`config.mk`:
```
export PLATFORM = sky130hd
export DESIGN_NAME = uart_cfg_cmd_ctrl
export DESIGN_NICKNAME = d
export VERILOG_FILES = /design/src/rtl/uart_cfg_cmd_ctrl.sv
export SDC_FILE = /design/constraint.sdc
export NUM_CORES = 1
export LEC_CHECK = 0
export CAP_MARGIN = 40
export CORE_ASPECT_RATIO = 1.5
export CORE_MARGIN = 1.5
export CORE_UTILIZATION = 30
export DETAILED_ROUTE_END_ITERATION = 8
export DONT_BUFFER_PORTS = 1
export PLACE_DENSITY_LB_ADDON = 0.12
export SLEW_MARGIN = 30
export SYNTH_ARGS = -nofsm -noshare
export SYNTH_HDL_FRONTEND = slang
export SYNTH_SLANG_ARGS = --single-unit
```
`constraint.sdc`:
```
create_clock -name clk -period 3.4 [get_ports clk]
set_input_delay 0.17 -clock clk [delete_from_list [all_inputs] [get_ports clk]]
set_output_delay 0.17 -clock clk [all_outputs]
set_load 0.02 [all_outputs]
```
`src/rtl/uart_cfg_cmd_ctrl.sv`:
```
`default_nettype none
// ============================================================================
// Module   : uart_cfg_cmd_ctrl
// Brief    : Decodes UART command frames (opcode + data) into config registers.
// Revision : 1.0
// ============================================================================
module uart_cfg_cmd_ctrl #(
    parameter logic [19:0] TIMEOUT  = 20'd1000000,
    parameter logic [15:0] BAUD_RST = 16'd434,
    parameter logic [15:0] BAUD_MIN = 16'd16
) (
    input  logic        clk,
    input  logic        rst_n,
    input  logic        rdy,
    input  logic [7:0]  rx_data,
    output logic        clr_rdy,
    output logic [15:0] baud,
    output logic [7:0]  match,
    output logic [7:0]  mask,
    output logic        trig_en,
    output logic        cfg_done,
    output logic        cfg_err
);

    typedef enum logic [2:0] {
        ST_IDLE    = 3'd0,
        ST_OPC_CHK = 3'd1,
        ST_DATA_HI = 3'd2,
        ST_DATA_LO = 3'd3,
        ST_COMMIT  = 3'd4
    } state_t;

    localparam logic [7:0] C_OPC_BAUD  = 8'h01;
    localparam logic [7:0] C_OPC_MATCH = 8'h02;
    localparam logic [7:0] C_OPC_MASK  = 8'h03;
    localparam logic [7:0] C_OPC_TRIG  = 8'h04;

    state_t      state_q, state_d;
    logic [7:0]  opcode_q, opcode_d;
    logic [15:0] staging_q, staging_d;
    logic [19:0] tmo_cnt_q, tmo_cnt_d;
    logic        clr_rdy_q, clr_rdy_d;
    logic [15:0] baud_q, baud_d;
    logic [7:0]  match_q, match_d;
    logic [7:0]  mask_q, mask_d;
    logic        trig_en_q, trig_en_d;

    logic w_in_data;
    logic w_timeout_hit;
    logic w_accept;

    always_comb begin
        state_d   = state_q;
        opcode_d  = opcode_q;
        staging_d = staging_q;
        tmo_cnt_d = tmo_cnt_q;
        baud_d    = baud_q;
        match_d   = match_q;
        mask_d    = mask_q;
        trig_en_d = trig_en_q;
        cfg_done  = 1'b0;
        cfg_err   = 1'b0;

        w_in_data     = (state_q == ST_DATA_HI) || (state_q == ST_DATA_LO);
        w_timeout_hit = w_in_data && (tmo_cnt_q >= TIMEOUT);
        // A byte that shows up on the timeout cycle is left pending for IDLE.
        w_accept      = rdy && !clr_rdy_q && !w_timeout_hit;
        clr_rdy_d     = w_accept;

        if (w_accept) begin
            tmo_cnt_d = 20'd0;
        end else if (w_in_data && (tmo_cnt_q < TIMEOUT)) begin
            tmo_cnt_d = tmo_cnt_q + 20'd1;
        end

        case (state_q)
            ST_IDLE: begin
                tmo_cnt_d = 20'd0;
                if (w_accept) begin
                    opcode_d  = rx_data;
                    staging_d = 16'd0;
                    state_d   = ST_OPC_CHK;
                end
            end
            ST_OPC_CHK: begin
                if (opcode_q == C_OPC_BAUD) begin
                    state_d = ST_DATA_HI;
                end else if ((opcode_q == C_OPC_MATCH) || (opcode_q == C_OPC_MASK) ||
                             (opcode_q == C_OPC_TRIG)) begin
                    state_d = ST_DATA_LO;
                end else begin
                    cfg_err = 1'b1;
                    state_d = ST_IDLE;
                end
            end
            ST_DATA_HI: begin
                if (w_timeout_hit) begin
                    cfg_err   = 1'b1;
                    staging_d = 16'd0;
                    state_d   = ST_IDLE;
                end else if (w_accept) begin
                    staging_d[15:8] = rx_data;
                    state_d         = ST_DATA_LO;
                end
            end
            ST_DATA_LO: begin
                if (w_timeout_hit) begin
                    cfg_err   = 1'b1;
                    staging_d = 16'd0;
                    state_d   = ST_IDLE;
                end else if (w_accept) begin
                    staging_d[7:0] = rx_data;
                    state_d        = ST_COMMIT;
                end
            end
            ST_COMMIT: begin
                state_d = ST_IDLE;
                case (opcode_q)
                    C_OPC_BAUD: begin
                        if (staging_q < BAUD_MIN) begin
                            cfg_err = 1'b1;
                        end else begin
                            baud_d   = staging_q;
                            cfg_done = 1'b1;
                        end
                    end
                    C_OPC_MATCH: begin
                        match_d  = staging_q[7:0];
                        cfg_done = 1'b1;
                    end
                    C_OPC_MASK: begin
                        mask_d   = staging_q[7:0];
                        cfg_done = 1'b1;
                    end
                    default: begin
                        trig_en_d = staging_q[0];
                        cfg_done  = 1'b1;
                    end
                endcase
            end
            default: state_d = ST_IDLE;
        endcase
    end

    always_ff @(posedge clk) begin
        if (!rst_n) begin
            state_q   <= ST_IDLE;
            opcode_q  <= 8'd0;
            staging_q <= 16'd0;
            tmo_cnt_q <= 20'd0;
            clr_rdy_q <= 1'b0;
            baud_q    <= BAUD_RST;
            match_q   <= 8'h00;
            mask_q    <= 8'hFF;
            trig_en_q <= 1'b0;
        end else begin
            state_q   <= state_d;
            opcode_q  <= opcode_d;
            staging_q <= staging_d;
            tmo_cnt_q <= tmo_cnt_d;
            clr_rdy_q <= clr_rdy_d;
            baud_q    <= baud_d;
            match_q   <= match_d;
            mask_q    <= mask_d;
            trig_en_q <= trig_en_d;
        end
    end

    assign clr_rdy = clr_rdy_q;
    assign baud    = baud_q;
    assign match   = match_q;
    assign mask    = mask_q;
    assign trig_en = trig_en_q;

endmodule
`default_nettype wire

```
# Word level (Yosys, flattened, before mapping)
# Index checks and enable logic that the tools add are counted.
[word_totals] mem_bits_ro=0 memories=0 input_bits=11 ff_bits=81 ram_bits=0 latch_bits=0 word_cells=74 out_inout_bits=36
[classes] bitwise_logic=3 multipliers=0 eq_ne=13 add_sub_neg=1 shifts=0 magnitude_cmp=3 n_mux=22 n_reduce_logical=22 div_mod_pow=0
[ops] op="$pmux W16 S3" n=1
[ops] op="$mux W8" n=3
[ops] op="$add A20 B1 Y20 const B" n=1
[ops] op="$ge A20 B20 Y1 const B" n=1
[ops] op="$lt A20 B20 Y1 const B" n=1
[ops] op="$eq A8 B2 Y1 const B" n=2
[ops] op="$lt A16 B5 Y1 const B" n=1
[ops] op="$mux W16" n=1
[ops] op="$mux W3" n=5
[ops] op="$pmux W3 S4" n=1
[ops] op="$eq A8 B1 Y1 const B" n=1
[ops] op="$eq A8 B3 Y1 const B" n=1
[ops] op="$mux W1" n=8
[ops] op="$reduce_and A2 Y1" n=4
[ops] op="$reduce_and A4 Y1" n=2
[ops] op="$eq A3 B2 Y1 const B" n=2
[ops] op="$ne A2 B2 Y1 const B" n=3
[ops] op="$ne A3 B3 Y1 const B" n=2
[ops] op="$reduce_and A3 Y1" n=2
[ops] op="$reduce_or A3 Y1" n=2
[ops] op="$logic_and A1 B1 Y1" n=4
[ops] op="$mux W2" n=2
[ops] op="$eq A3 B1 Y1 const B" n=1
[ops] op="$eq A3 B3 Y1 const B" n=1
[ops] op="7 further kinds" n=12

# Depth between registers and ports, before layout
[logic_depth] depth_word=8 ltp_mapped=8 ltp_nobuf=7

# Worst setup path after synthesis
# Ideal clock, no wire load.
[synth_timing] path_type="register to output" from="register opcode_q[3]" to="output port cfg_err" required_ns=3.230 slack_ns=1.279 path_stages_with_launch=6 arrival_time_ns=1.951 path_cell_list="dfxtp_1 -> or4_1 -> nor3_2 -> nor4bb_1 -> a31oi_1 -> o22ai_1"
[synth_between] elab_chain_len=6 elab_cells_between_ends=10
[synth_rtl] item="from (decl)" line="39" rtl="logic [7:0] opcode_q, opcode_d;"
[synth_rtl] item="from (signal assigned)" line="158" rtl="opcode_q <= opcode_d;"
[synth_rtl] item="$eq A8 B2 Y1" line="88" rtl="end else if ((opcode_q == C_OPC_MATCH) || (opcode_q == C_OPC_MASK) ||"
[synth_rtl] item="$logic_or A1 B1 Y1 (2 in series)" line="88"
[synth_rtl] item="$mux W1" line="88"
[synth_rtl] item="$mux W1" line="86" rtl="if (opcode_q == C_OPC_BAUD) begin"
[synth_rtl] item="$pmux W1 S3 *" line="76" rtl="case (state_q)"
[synth_rtl] item="to (decl)" line="22" rtl="output logic cfg_err"
# Mark *: on every way between the ends. The rest lies on a longest branch, timed or not.

# Worst setup path after layout
# Ends and elaborated chain as after synthesis.

==> results by group <==
Status
  • Outcome: complete, no violations

Global route
  • Final global-route overflow total: 0
  • Global routing's busiest layer: met2
  • Wire length of the first global-routing pass: ~15000 um
  • Global routing met3 resource utilization: 3.728%
  • Number of antenna violations at the first check in global routing: 0
  • Number of global-route vias before repair: ~2900
  • Global Route met1 Usage: between 15 and 20%
  • Global routing met2 resource utilization: 29.16%
  • Largest net degree at the start of global routing: 30
  • GRT Resource Usage Total: 15.73%

Worst hold path
  • Worst Min Path Start: rx_data[7]
  • Classification of the worst-slack hold path: in -> reg

Power
  • Sum of internal, switching and leakage power: 2163 uW
  • Clock network power share: 45.8%
  • Maximum VDD drop: about 320 uV
  • Total power per unit cell area: 515.3 mW/mm^2
  • NetSw: approximately 540 uW
  • Logic pwr share: approximately 8.9%
  • Sw Ratio: 25.03%
  • Leakage power: 0.001610 uW
  • Sequential share of power: 45.2%
  • Pint: 1622 uW

Critical path
  • CP top delay family: simple AND/OR/NAND/NOR gates
  • Critical Path Start: opcode_q[3]$_SDFFE_PN0P_
  • CP Data Required Time: 3230 ps
  • CP Launch Type: register
  • Crit Reg-Reg Startpoint: state_q[2]$_SDFFE_PN0P_
  • Max FO, Critical Path: 5
  • Start-to-end type of the worst setup path: reg -> out
  • Kind of end point of the critical path: output port
  • Slowest cell delay on critical path: 610 ps
  • Worst path buffer plus inverter count: 0
  • Cell type of the slowest stage on the worst timing path: sky130_fd_sc_hd__or4_1
  • Data arrival time of the worst path: 2580 ps
  • Critical path, cell by cell: or4_1 -> nor3_2 -> nor4bb_1 -> a31oi_1 -> o22ai_1

Final layout
  • Share of final-layout standard cells stronger than drive strength 1: 8.916%
  • Layout net count: 423
  • Commonest non-fill, non-tap cell in the layout: sky130_fd_sc_hd__dfxtp_1
  • Most used cells in the layout excluding fill and tap cells: 81 x sky130_fd_sc_hd__dfxtp_1, 55 x sky130_fd_sc_hd__nand2_1, 48 x sky130_fd_sc_hd__mux2i_1
  • Diodes inserted: 0
  • Footprint of the flip-flops and latches: ~0.0016 mm^2
  • Fillcell total: around 1300
  • Area growth, synth to finish: 15.37%
  • Area occupied by multi-input gates: 0.001879 mm^2

STA
  • Final count of pins violating max slew: 0
  • Worst clock skew: 9.039 ps
  • Worst max-slew margin expressed relative to the limit: between 50 and 60%
  • Final worst path period need: between 2000 and 3000 ps
  • Final number of setup-violating endpoints: 0
  • Final clock period utilization by the worst path: 80.89%
  • RSZ-0062 raised after global routing: no
  • Final hold violation count: 0
  • Worst-Margin Slew: about 710 ps
  • Highest achievable clock rate: 0.3636 GHz
  • Final sum of negative setup slack: 0 ps

Detailed routing
  • Number of detailed-route iterations in the first pass: 4
  • Number of remaining DRC errors: 0
  • Wirelength per Cell: 16.91 um
  • Average via count per standard cell: 5.232
  • Starting DRT DRC Count: 63
  • Number of vias after detailed routing: 2972
  • Aggregate routed wire length: 9607 um
  • Number of nets with antenna violations after routing: 0

Floorplanning
  • Total die area: 0.01281 mm^2
  • Starting utilization of the core area: 30.59%
  • IO Pins: 47
  • Die Ht: 137.9 um
  • Number of placement rows: 49
  • Chip width: 92.92 um
  • CORE AREA: between 0.01 and 0.015 mm^2

Place
  • Routability Congestion: ~0.74
  • Buffers added on ports: 0
  • Half-perimeter wire length after placement: 6800 um

Yosys
  • Commonest register cell after synthesis: sky130_fd_sc_hd__dfxtp_1
  • Number of distinct library cell variants in the gate-level netlist after synthesis: 50
  • Area of the mapped netlist: 0.003638 mm^2
  • Number of nets in the synthesized netlist: about 420
  • Synth area leaders: sky130_fd_sc_hd__dfxtp_1 45%, sky130_fd_sc_hd__mux2i_1 13%, sky130_fd_sc_hd__nand2_1 5.7%, sky130_fd_sc_hd__nand3_1 4.3%, sky130_fd_sc_hd__a21oi_1 3.9%
  • Sequential fraction of the synthesis area: 44.57%
  • Biggest area consumer among synthesized cells: sky130_fd_sc_hd__dfxtp_1
  • Gate Count Post-Synth: 406
  • Post-synth top area share: 44.57%
  • EDFF count, synth: 0
  • Asr flop ratio synth: 0%
  • Synth warnings: 0
  • Number of register bits inferred by synthesis: just over 80
  • Synthesized area divided by synthesized cell count: 8.962 um^2

Clock network
  • Number of buffers added to fix hold violations after cts: 10
  • Maximum clock path buffer count: 2
  • Root cell of the clock tree: sky130_fd_sc_hd__clkbuf_16
  • TritonCTS sink count: 81
  • Post-CTS resize count: 0
  • CTS tree: yes
  • Total CTS buffers: 9
  • Number of levels in the clock H-tree: 3
  • Worst-skew pair later-pin latency: between 300 and 400 ps
  • Clk pin slew, worst setup/hold paths: 60 ps
  • Post-CTS setup buffers: 0

Run
  • Maximum capacitance violations: 0
[worst reg2reg max path: cells and delay by family (launching register included)]
kind	cells	cell delay (ps)
AND/OR/NAND/NOR	2	1160
flip-flops	1	540
AO/OA/AOI/OAI	1	490
buffers and inverters	1	100
[kinds of logic after synthesis]
family                     Yosys count  synth area share (%)
DFF                                 81                 44.57
xor gates and xnor gates             2                0.4815
AOI/OAI and AO/OA                   66                 12.79
adders and majority gates            2                0.6876
muxes                               48                 13.20
buffers and inverters               33                 3.782
and+or+nand+nor                    174                 24.48
[registers in the layout, indices dropped and copies added (netlist names)]
signal     flops
match          8
mask           8
opcode_q       8
baud          16
state_q        3
clr_rdy        1
tmo_cnt_q     20
staging_q     16
trig_en        1
[Yosys cell counts, drive strengths merged (3+ instances only)]
master	number
nand2	55
buf	6
nand2b	3
nor4	4
and3	5
o31ai	11
dfxtp	81
nand4	8
o21ai	5
nand3	31
inv	9
or3	5
a211oi	6
nor3	11
mux2i	48
clkbuf	18
nor2b	4
nor2	27
or4	13
a21oi	28
[power by group through the flow]
stage | clock (uW) | combinational (uW) | sequential, uW
detailed placement | 0 | 175 | 1000
global placement | 0 | 172 | 1000
finish | 991 | 193 | 979
CTS | 1020 | 196 | 979
global route | 1070 | 212 | 980
floorplan | 0 | 143 | 991
[final timing paths]
kind,endpoint,slack (ps),depth (start not counted)
min reg2reg,opcode_q[3]$_SDFFE_PN0P_,460,2
max reg2reg,baud[5]$_SDFFE_PN1P_,990,4
min,staging_q[7]$_SDFFE_PN0P_,8,2
max,cfg_err,650,5
[layer usage]
| metal | part of all wire [%] | up-vias |
|---|---|---|
| met5 | 0 | - |
| met4 | 1.6 | 0 |
| met3 | 4.2 | 10 |
| met2 | 53 | 51 |
| met1 | 41 | 1428 |
| li1 | - | 1483 |
[metrics by stage]
stage | cells | setup slack [ps] | utilization, % | area (um^2) | hold WS (ps)
finish | 568 | 649.6 | 35.29 | 4198 | 7.634
global route | 568 | 468.6 | 35.29 | 4198 | 4.186
CTS | 568 | 638.5 | 35.29 | 4198 | 3.685
detailed placement | 542 | 987.7 | 31.80 | 3782 | 247.6
global placement | 541 | 1017 | 31.71 | 3771 | 244.6
floorplan | 406 | 1279 | - | 3638 | 314.0
[final cells by class]
type	count	share of cell area, %
Timing Repair Buffer	17	3.964
Inverter	9	0.8048
Clock buffer	10	5.693
Clock inverter	6	1.580
Sequential cell	81	38.63
Tap cell	153	4.560
Multi-Input combinational cell	292	44.77
Power figures use the tool's default switching activity.
